**config.mk**
```make
export PLATFORM = sky130hd
export DESIGN_NAME = datapath_ctrl
export DESIGN_NICKNAME = d
export VERILOG_FILES = /design/src/rtl/dpc_pkg.sv /design/src/rtl/dpc_decode.sv /design/src/rtl/vDFF.sv /design/src/rtl/datapath_ctrl.sv
export SDC_FILE = /design/constraint.sdc
export NUM_CORES = 1
export LEC_CHECK = 0
export CORE_AREA = 2 2 39 41
export CTS_CLUSTER_DIAMETER = 80
export DETAILED_ROUTE_END_ITERATION = 16
export DIE_AREA = 0 0 41 43
export GPL_TIMING_DRIVEN = 0
export RECOVER_POWER = 25
export REMOVE_ABC_BUFFERS = 1
export SLEW_MARGIN = 30
export SYNTH_ARGS = -nofsm -noshare
export SYNTH_HDL_FRONTEND = slang
export SYNTH_HIERARCHICAL = 1
export SYNTH_SLANG_ARGS = --single-unit
```
**constraint.sdc**
```tcl
create_clock -name clk -period 5.1 [get_ports clk]
set_input_delay 0.765 -clock clk [delete_from_list [all_inputs] [get_ports clk]]
set_output_delay 0.765 -clock clk [all_outputs]
set_load 0.02 [all_outputs]
```
**src/rtl/dpc_pkg.sv**
```systemverilog
// dpc_pkg: state encodings, instruction constants and select codes for datapath_ctrl (ERR state exists only under DPC_ILLEGAL_TRAP_EN)
package dpc_pkg;
    typedef enum logic [2:0] {
        S_WAIT   = 3'b000,
        S_DECODE = 3'b001,
        S_GETA   = 3'b010,
        S_GETB   = 3'b011,
        S_ALU    = 3'b100,
        S_WRREG  = 3'b101,
        S_WRIMM  = 3'b110
`ifdef DPC_ILLEGAL_TRAP_EN
        , S_ERR  = 3'b111
`endif
    } state_t;

    localparam logic [2:0] OPC_MOV = 3'b110;
    localparam logic [2:0] OPC_ALU = 3'b101;

    localparam logic [1:0] OP_MOV_IMM = 2'b10;
    localparam logic [1:0] OP_MOV_REG = 2'b00;
    localparam logic [1:0] OP_ADD     = 2'b00;
    localparam logic [1:0] OP_CMP     = 2'b01;
    localparam logic [1:0] OP_AND     = 2'b10;
    localparam logic [1:0] OP_MVN     = 2'b11;

    localparam logic [1:0] VSEL_C   = 2'b00;
    localparam logic [1:0] VSEL_IMM = 2'b10;

    localparam logic [2:0] NSEL_NONE = 3'b000;
    localparam logic [2:0] NSEL_RN   = 3'b001;
    localparam logic [2:0] NSEL_RD   = 3'b010;
    localparam logic [2:0] NSEL_RM   = 3'b100;

    typedef struct packed {
        logic imm;
        logic regmov;
        logic alu2;
        logic mvn;
        logic cmp;
        logic illegal;
    } dec_t;
endpackage

```
**src/rtl/dpc_decode.sv**
```systemverilog
// dpc_decode: combinational classification of {opcode, op} into instruction classes
module dpc_decode
    import dpc_pkg::*;
(
    input  logic [2:0] opcode,
    input  logic [1:0] op,
    output dec_t       dec
);
    logic mov, alu;
    assign mov         = (opcode == OPC_MOV);
    assign alu         = (opcode == OPC_ALU);
    assign dec.imm     = mov && (op == OP_MOV_IMM);
    assign dec.regmov  = mov && (op == OP_MOV_REG);
    assign dec.alu2    = alu && (op == OP_ADD || op == OP_AND);
    assign dec.mvn     = alu && (op == OP_MVN);
    assign dec.cmp     = alu && (op == OP_CMP);
    assign dec.illegal = !(dec.imm || dec.regmov || dec.alu2 || dec.mvn || dec.cmp);
endmodule

```
**src/rtl/vDFF.sv**
```systemverilog
// vDFF: plain n-bit rising-edge register, shared across the codebase
module vDFF #(
    parameter int n = 1
) (
    input  logic         clk,
    input  logic [n-1:0] d,
    output logic [n-1:0] q
);
    // capture d every rising edge; any reset is muxed in by the caller
    always_ff @(posedge clk) q <= d;
endmodule

```
**src/rtl/datapath_ctrl.sv**
```systemverilog
// datapath_ctrl: Moore controller sequencing register reads, ALU and write-back; DPC_ILLEGAL_TRAP_EN adds a sticky ERR trap
module datapath_ctrl
    import dpc_pkg::*;
#(
    parameter int ST_W = 3
) (
    input  logic       clk,
    input  logic       reset_n,
    input  logic       s,
    input  logic [2:0] opcode,
    input  logic [1:0] op,
    output logic       w,
    output logic [2:0] nsel,
    output logic [1:0] vsel,
    output logic       loada,
    output logic       loadb,
    output logic       loadc,
    output logic       loads,
    output logic       write,
    output logic       asel,
    output logic       bsel,
    output logic       err
);
    logic [ST_W-1:0] st_q, st_d;
    state_t          st, nx;
    dec_t            dec;
    logic            k_cmp, k_zero_a;

    dpc_decode u_dec (.opcode(opcode), .op(op), .dec(dec));

    assign st   = state_t'(st_q);
    assign st_d = reset_n ? ST_W'(nx) : ST_W'(S_WAIT);

    vDFF #(.n(ST_W)) u_state (.clk(clk), .d(st_d), .q(st_q));

`ifdef DPC_ILLEGAL_TRAP_EN
    localparam state_t S_TRAP = S_ERR;
    assign err = (st == S_ERR);
`else
    localparam state_t S_TRAP = S_WAIT;
    assign err = 1'b0;
`endif

    // latch the ALU flavour at DECODE so ALU-state outputs come from registers, not live inputs
    always_ff @(posedge clk) begin
        if (!reset_n) begin
            k_cmp    <= 1'b0;
            k_zero_a <= 1'b0;
        end else if (st == S_DECODE) begin
            k_cmp    <= dec.cmp;
            k_zero_a <= dec.regmov || dec.mvn;
        end
    end

    // next-state sequencing
    always_comb begin
        nx = S_WAIT;
        case (st)
            S_WAIT:   nx = s ? S_DECODE : S_WAIT;
            S_DECODE: nx = dec.illegal ? S_TRAP :
                           dec.imm ? S_WRIMM :
                           (dec.alu2 || dec.cmp) ? S_GETA : S_GETB;
            S_GETA:   nx = S_GETB;
            S_GETB:   nx = S_ALU;
            S_ALU:    nx = k_cmp ? S_WAIT : S_WRREG;
`ifdef DPC_ILLEGAL_TRAP_EN
            S_ERR:    nx = S_ERR;
`endif
            default:  nx = S_WAIT;
        endcase
    end

    assign w     = (st == S_WAIT);
    assign loada = (st == S_GETA);
    assign loadb = (st == S_GETB);
    assign loadc = (st == S_ALU) && !k_cmp;
    assign loads = (st == S_ALU) && k_cmp;
    assign asel  = (st == S_ALU) && k_zero_a;
    assign bsel  = 1'b0;
    assign write = (st == S_WRREG) || (st == S_WRIMM);
    assign vsel  = (st == S_WRIMM) ? VSEL_IMM : VSEL_C;
    assign nsel  = (st == S_GETA || st == S_WRIMM) ? NSEL_RN :
                   (st == S_GETB) ? NSEL_RM :
                   (st == S_WRREG) ? NSEL_RD : NSEL_NONE;
endmodule

```
# After elaboration in Yosys (flattened, before gate mapping)

Index checks and enable logic that the tools add are counted.

Equality and inequality tests: 11
Multiplexer cells: 10
Reductions and logical operators: 20

Operator list:

| kind                                                | number |
|---|---|
| equality test 3 bit, second input constant          | 5 |
| two-way mux 3 bit                                   | 5 |
| case mux 3 bit (5 select lines)                     | 1 |
| logical OR 1 bit                                    | 9 |
| logical AND 1 bit                                   | 8 |
| equality test 3 x 2 -> 1 bit, second input constant | 2 |
| equality test 2 bit, second input constant          | 2 |
| two-way mux 2 bit                                   | 2 |
| equality test 3 x 1 -> 1 bit, second input constant | 1 |
| logical NOT 3 bit                                   | 1 |
| equality test 2 x 1 -> 1 bit, second input constant | 1 |
| logical NOT 2 bit                                   | 1 |
| two-way mux 1 bit                                   | 2 |
| logical NOT 1 bit                                   | 1 |

Register bits: 5
Input bits: 8
Output and inout bits: 14
Word-level logic and storage cells: 44

# Logic depth before layout (Yosys ltp)

Gate-level depths: netlist of run 1.

Depth in word-level cells: 8
Depth in mapped cells: 5
Gate-level depth less buffers: 5

# By module

Netlist of run 1, hierarchy kept.

Modules (own cells, without submodules):

| module        | times used | cells an instance | area an instance (sq um) | seq. area each (sq um) |
|---|---|---|---|---|
| datapath_ctrl | 1          | 40                | 269.0                    | 40.0 |
| dpc_decode    | 1          | 8                 | 66.3                     | 0.0 |
| vDFF          | 1          | 3                 | 60.1                     | 60.1 |

# Worst setup path before layout of run 1

Ideal clock, no wire load.

Path type: input port to flip-flop
Start: in op[0]
End: reg u_state.q[0]
Library setup time: 0.074 ns
Data arrival time: 2.092 ns
Data required time: 5.026 ns
Slack: 2.934 ns
Cell stages on the path: 5
Buffers on the path: 0
Cell sequence: and4bb_1 a21oi_1 or4b_1 or4_1 a31oi_1

Cells in the longest elaborated chain, start to end: 8
Elaborated cells between the ends (all ways): 19
Classes of those cells: eq/ne (3); mux (4); reduce/logical (12)

Ends and longest elaborated chain:

| what                                                            | line                                                 | text |
|---|---|---|
| start: declaration                                              | datapath_ctrl.sv:11                                  | `input logic [1:0] op,` |
| equality test 2 bit / logical NOT 2 bit (equally long branches) | dpc_decode.sv:12, dpc_decode.sv:14, dpc_decode.sv:13 |  |
| logical OR 1 bit (tied with other cells)                        | dpc_decode.sv:14                                     | `assign dec.alu2 = alu && (op == OP_ADD \|\| op == OP_AND);` |
| logical AND 1 bit / logical OR 1 bit (equally long branches)    | dpc_decode.sv:14, dpc_decode.sv:17                   |  |
| logical OR 1 bit, on equally long branches                      | datapath_ctrl.sv:62, dpc_decode.sv:17                |  |
| two-way mux 1 bit / logical OR 1 bit (equally long branches)    | datapath_ctrl.sv:62, dpc_decode.sv:17                |  |
| two-way mux 3 bit / logical OR 1 bit (equally long branches)    | datapath_ctrl.sv:61, dpc_decode.sv:17                |  |
| two-way mux 3 bit (*)                                           | datapath_ctrl.sv:60                                  | `S_DECODE: nx = dec.illegal ? S_TRAP :` |
| case mux 3 bit (5 select lines) (*)                             | datapath_ctrl.sv:58                                  | `case (st)` |
| end signal: assignment                                          | vDFF.sv:10                                           | `always_ff @(posedge clk) q <= d;` |
| end: declaration                                                | vDFF.sv:7                                            | `output logic [n-1:0] q` |

Every way passes the cells marked *; elsewhere a longest branch is shown, timed or not.
A chain may end at the register's enable or synchronous reset.

# Final worst setup path of run 1

Start: in opcode[0]
End: reg u_state.q[0]

Cells in the longest elaborated chain, start to end: 8
Elaborated cells between the ends (all ways): 16
Classes of those cells: eq/ne (2); mux (4); reduce/logical (10)

Ends and longest elaborated chain:

| what                                        | line                               | text |
|---|---|---|
| start: declaration                          | datapath_ctrl.sv:10                | `input logic [2:0] opcode,` |
| equality test 3 bit                         | dpc_decode.sv:10                   | `assign mov = (opcode == OPC_MOV);` |
| logical AND 1 bit, on equally long branches | dpc_decode.sv:12, dpc_decode.sv:13 |  |
| logical OR 1 bit (4 in a row)               | dpc_decode.sv:17                   | `assign dec.illegal = !(dec.imm \|\| dec.regmov \|\| dec.alu2 \|\| dec.mvn \|\| dec.cmp);` |
| two-way mux 3 bit (*)                       | datapath_ctrl.sv:60                |  |
| case mux 3 bit (5 select lines) (*)         | datapath_ctrl.sv:58                |  |

Marked as above.

==> reports/results.ini, run 1 <==
[layout]
nets=80
drive_above_1_share_pct=9.86
num_antenna_cells=0
final_cell_mix=clkdlybuf4s50_1, dfxtp_1, inv_1
syn_to_final_growth_pct=52.5
final_area_um2=603
layout_commonest_cell=clkdlybuf4s50_1

[critical_path]
crit_path_end_kind=flip-flop
ff2ff_setup_slack_ps=3500
crit_slowest_cell=dlygate4sd3_1
crit_path_max_incr_delay_ps=540
path_cells=dlygate4sd3_1 > and4bb_1 > a21oi_1 > or4b_1 > or4_1 > a31oi_1
r2r_end=u_state/q[0]$_DFF_P_
path_class=in -> reg
crit_required_ps=5270
reg2reg_from=u_state/q[2]$_DFF_P_
worst-path-max-fanout=3
setup.worst_path.start_class=input pin
cp_data_arrival_time_ps=2720
reg2reg_depth=3
critPathTopFamily=simple AND/OR/NAND/NOR gates
startpoint=opcode[0]
critical_path_buf_inv_count=1

[place]
gp_congestion=0.661
numPortBuffers=18
placed_cell_area_um2=577
place_hpwl_um=617

[drt]
drt_wl_total_um=759
antenna_left=0
num_vias=395
wl_per_cell_um=8.72
via_per_inst=4.54
dr.first_iter.drc_count=5
dr.pass1.iters=4
drc_errors=0

[global_route]
grt_overflow=0
grt_pass1_wl_mm=1.30
antenna_found_initial=0
grt_pass1_vias=342
grt_max_degree=14
grt_usage_pct=11.7

[timing]
final_hold_viol_count=0
rsz0062_at_grt=no
setup_viol=0
fin_worst_skew_ps=0.689
timing.final.crit_share_pct=49.9
timing.setup.tns_ps=0
fmax_mhz=393
slew_violations=0
final.min_clock_period_ps=2550

[clocking]
cts_setup_buffers=0
tritoncts=built
cts-root-buf=clkbuf_4
cts_buffers=3
clock_latency_ps=240
clk_path_buf_depth=2
tritoncts_num_sinks=5
post_cts_resize_count=0
cts_htree_levels=1
hold_buffers=0
cts.clk_slew.worst_paths_ps=40

[die]
pin_count=22
row_count=14
fp.dieW_um=41
core_area_um2=1380
die_area_um2=1760
start_util_pct=28.6
die_h_um=43

[worst_hold_path]
hold_end=k_zero_a$_SDFFE_PN0P_
hp-class=reg -> reg
min_path_cells=1
hp-start=k_zero_a$_SDFFE_PN0P_

[status]
status=completed

[logic_synthesis]
synth_seq_cells=5
post_synth_instance_area_um2=395
syn_inst=51
yosysWarnings=6
seq_area_frac_synth_pct=25.3
synth_area_per_cell_um2=7.75
synth_cell_types=29

[run]
max_cap_viol_count=0

[power]
peakVddDrop_v=0.0000724
power_mw=0.111
power_leakage_nw=0.281
power-per-cell-area_nw_per_um2=184

[through the flow]
stage               hold slack, ps  utilization, %  worst slack [ps]  instances
floorplan                      464               -              2930         49
global placement               489            41.7              2380         83
detailed placement             484            41.7              2380         83
CTS                            495            43.6              2630         87
global route                   523            43.6              2440         87
finish                         497            43.6              2550         87
[metal layers]
layer / up-vias / global-route usage, % / share of wire, %
met1: 164 / 11.9 / 46
met3: 2 / 6.28 / 7.8
met4: 0 / 10.0 / 1.3
li1: 213 / - / -
met5: - / 0 / 0
met2: 16 / 16.6 / 45
[worst reg2reg max path, stage by stage, from the launching register on]
cell and delay, ps:
dfxtp_1 400, or4b_1 550, or4_1 410, a31oi_1 170
[cells by family (layout without fill, tap and decap cells)]
kind of cell           count (synthesis)  in the layout  synth area share, %
flip-flops                             5              5                 25.3
buffers and inverters                  8             26                 10.4
AO/OA/AOI/OAI                          8              8                 12.7
other                                  1              3                0.948
AND/OR/NAND/NOR                       28             28                 48.1
multiplexers                           1              1                 2.53
[report_power, final]
part	internal, mW	total, mW	switching [mW]
logic	0.0119	0.0218	0.00989
clock network	0.0296	0.0466	0.0170
registers	0.0408	0.0428	0.00198
[sequential cells by signal, indices dropped and copies added (netlist names)]
signal / cells
u_state/q: 3
k_cmp: 1
k_zero_a: 1
[worst max-delay path by stage]
| stage | slack, ps | end | cells past startpoint |
|---|---|---|---|
| 6_report | 2550 | u_state/q[0]$_DFF_P_ | 6 |
| 2_1_floorplan | 2930 | u_state/q[0]$_DFF_P_ | 5 |
| 3_5_place_dp | 2380 | u_state/q[0]$_DFF_P_ | 6 |
| 4_1_cts | 2630 | loadb | 4 |
| 5_1_grt | 2440 | u_state/q[0]$_DFF_P_ | 6 |
| 3_3_place_gp | 2380 | u_state/q[0]$_DFF_P_ | 6 |
[Yosys cell counts]
cell type	instances	share of area (%)
nand2_1	3	2.8
mux2i_1	1	2.5
conb_1	1	0.95
clkbuf_1	1	0.95
nor2b_1	2	3.2
or4_1	1	1.9
and4b_1	1	2.5
o21ai_0	2	2.5
nand2b_1	1	1.6
a31oi_1	2	3.2
nor3_1	1	1.3
and4bb_1	1	3.2
and2b_1	1	1.9
nor3b_1	1	1.9
nor2_1	3	2.8
or4b_1	1	2.5
o21a_1	1	1.9
and3_1	2	3.2
or2_2	1	1.6
buf_4	3	5.7
and4_1	1	2.2
and2b_2	2	4.4
and2_1	3	4.7
dfxtp_1	5	25
o211a_1	1	2.5
nand3b_1	2	3.8
inv_1	4	3.8
a21oi_1	2	2.5
and3b_2	1	2.5
[area by class of cell]
type                            instances  area, um2
Clock buffer                            4       26.3
Tap cell                               16       20.0
Fill cell                             163        781
Inverter                                4       15.0
Timing Repair Buffer                   18        180
Sequential cell                         5        100
Multi-Input combinational cell         40        262
No activity file was read; power rests on OpenSTA's default activity.
==> run 2, diff against run 1 <==
- clock period: 5.1 -> 2.4 ns (I/O delays scaled with it)
==> reports/results.ini, run 2 (same netlist as run 1, synthesis figures left out) <==
[status]
status=completed  ; unchanged

[power]
peakVddDrop_v=0.000154  ; was 0.0000724 V
power-per-cell-area_nw_per_um2=392  ; was 184 nW/um2
internal_power_mw=0.175  ; was 0.0823 mW
p_sw_mw=0.0613  ; was 0.0289 mW
power_leakage_nw=0.281  ; unchanged
power_mw=0.236  ; was 0.111 mW
swShare_pct=26.0  ; about the same
seqPwrFrac_pct=38.5  ; about the same
power_frac_clock_pct=41.9  ; about the same
p_comb_share_pct=19.6  ; about the same

[clocking]
cts-root-buf=clkbuf_4  ; unchanged
hold_buffers=0  ; unchanged
tritoncts_num_sinks=5  ; unchanged
tritoncts=built  ; unchanged
clock_latency_ps=240  ; about the same
clk_path_buf_depth=2  ; unchanged
cts.clk_slew.worst_paths_ps=40  ; about the same
cts_setup_buffers=0  ; unchanged
cts_buffers=3  ; unchanged
post_cts_resize_count=0  ; unchanged
cts_htree_levels=1  ; unchanged

[layout]
reg_top3=u_state/q: 3 flops, k_cmp: 1 flops, k_zero_a: 1 flops  ; unchanged
largest_register_ffs=3  ; unchanged
final_cell_mix=clkdlybuf4s50_1, dfxtp_1, inv_1  ; unchanged
regMostFlops=u_state/q  ; unchanged
final_area_um2=603  ; unchanged
multiInputGateArea_um2=262  ; unchanged
nFillCells=163  ; unchanged
layout_commonest_cell=clkdlybuf4s50_1  ; unchanged
nets=80  ; unchanged
instances_no_fill=87  ; unchanged
syn_to_final_growth_pct=52.5  ; unchanged
drive_above_1_share_pct=9.86  ; unchanged
final_util_pct=43.6  ; unchanged
num_antenna_cells=0  ; unchanged
seqCellArea_um2=100  ; unchanged

[timing]
final_hold_viol_count=0  ; unchanged
setup_viol=0  ; unchanged
timing.setup.tns_ps=0  ; unchanged
slew_violations=0  ; unchanged
final.min_clock_period_ps=2200
fmax_mhz=456
rsz0062_at_grt=no  ; unchanged
fin_worst_skew_ps=0.689  ; unchanged
hold-worst-slack_ps=497  ; unchanged
fin_ws_ps=205  ; was 2550 ps
timing.final.crit_share_pct=91.5

[place]
dp_slack_ps=81.2  ; was 2380 ps
gp_congestion=0.661  ; unchanged
dp.cells=83  ; unchanged
place_hpwl_um=617  ; unchanged
numPortBuffers=18  ; unchanged
placed_cell_area_um2=577  ; unchanged

[drt]
dr.first_iter.drc_count=5  ; unchanged
drt_wl_total_um=759  ; unchanged
antenna_left=0  ; unchanged
dr.pass1.iters=4  ; unchanged
drc_errors=0  ; unchanged
wl_per_cell_um=8.72  ; unchanged
via_per_inst=4.54  ; unchanged
num_vias=395  ; unchanged

[critical_path]
setup.worst_path.start_class=input pin  ; unchanged
worst-path-max-fanout=4  ; was 3
crit_path_end_kind=flip-flop  ; unchanged
crit_required_ps=2570  ; was 5270 ps
cp_data_arrival_time_ps=2360  ; was 2720 ps
path_class=in -> reg  ; unchanged

[global_route]
grt_usage_pct=11.7  ; unchanged
antenna_found_initial=0  ; unchanged
grt_overflow=0  ; unchanged
grt_pass1_vias=342  ; unchanged
grt_max_degree=14  ; unchanged
grt_pass1_wl_mm=1.30  ; unchanged

[die]
die_area_um2=1760  ; unchanged
core_area_um2=1380  ; unchanged
fp.dieW_um=41  ; unchanged
die_h_um=43  ; unchanged
row_count=14  ; unchanged
start_util_pct=28.6  ; unchanged
pin_count=22  ; unchanged

[worst_hold_path]
hp-class=reg -> reg  ; unchanged

[run]
max_cap_viol_count=0  ; unchanged

[run 2: cell counts in the layout (fill, tap and decap cells not counted)]
Identical to the previous run, type by type.
[run 2: per-layer routing]
layer / GRT usage [%] / share of wire (%) / up-vias / routed length (um)
met5: 0 / 0 / - / 0
met4: 10.0 / 1.3 / 0 / 10
met3: 6.28 / 8.0 / 2 / 61
met2: 16.6 / 45 / 16 / 342
met1: 11.9 / 45 / 164 / 345
li1: - / - / 213 / -
[run 2: area by class of cell]
class	count	share of cell area, %
clock buffer	4	4.36
inverter	4	2.49
multi-input combinational	40	43.4
sequential	5	16.6
tap	16	3.32
timing repair buffer	18	29.9
[run 2: critical path: stages]
cell	delay, ps
dlygate4sd3_1	570
and4bb_1	310
a21oi_1	60
or4b_1	490
or4_1	410
a31oi_1	170
[run 2: final timing paths]
path / from / endpoint / slack, ps / depth (start not counted)
hold / removal: k_zero_a$_SDFFE_PN0P_ / k_zero_a$_SDFFE_PN0P_ / 500 / 1
setup / recovery: op[0] / u_state/q[0]$_DFF_P_ / 200 / 6
hold reg to reg: k_zero_a$_SDFFE_PN0P_ / k_zero_a$_SDFFE_PN0P_ / 500 / 1
setup reg to reg: u_state/q[2]$_DFF_P_ / u_state/q[0]$_DFF_P_ / 800 / 3
[run 2: power groups by stage]
stage          registers (mW)  clock network, mW  logic, mW
4_1_cts                0.0909              0.104     0.0469
6_report               0.0910             0.0991     0.0462
3_5_place_dp           0.0924                  0     0.0468
2_1_floorplan          0.0914                  0     0.0257
5_1_grt                0.0918              0.112     0.0513
3_3_place_gp           0.0928                  0     0.0467
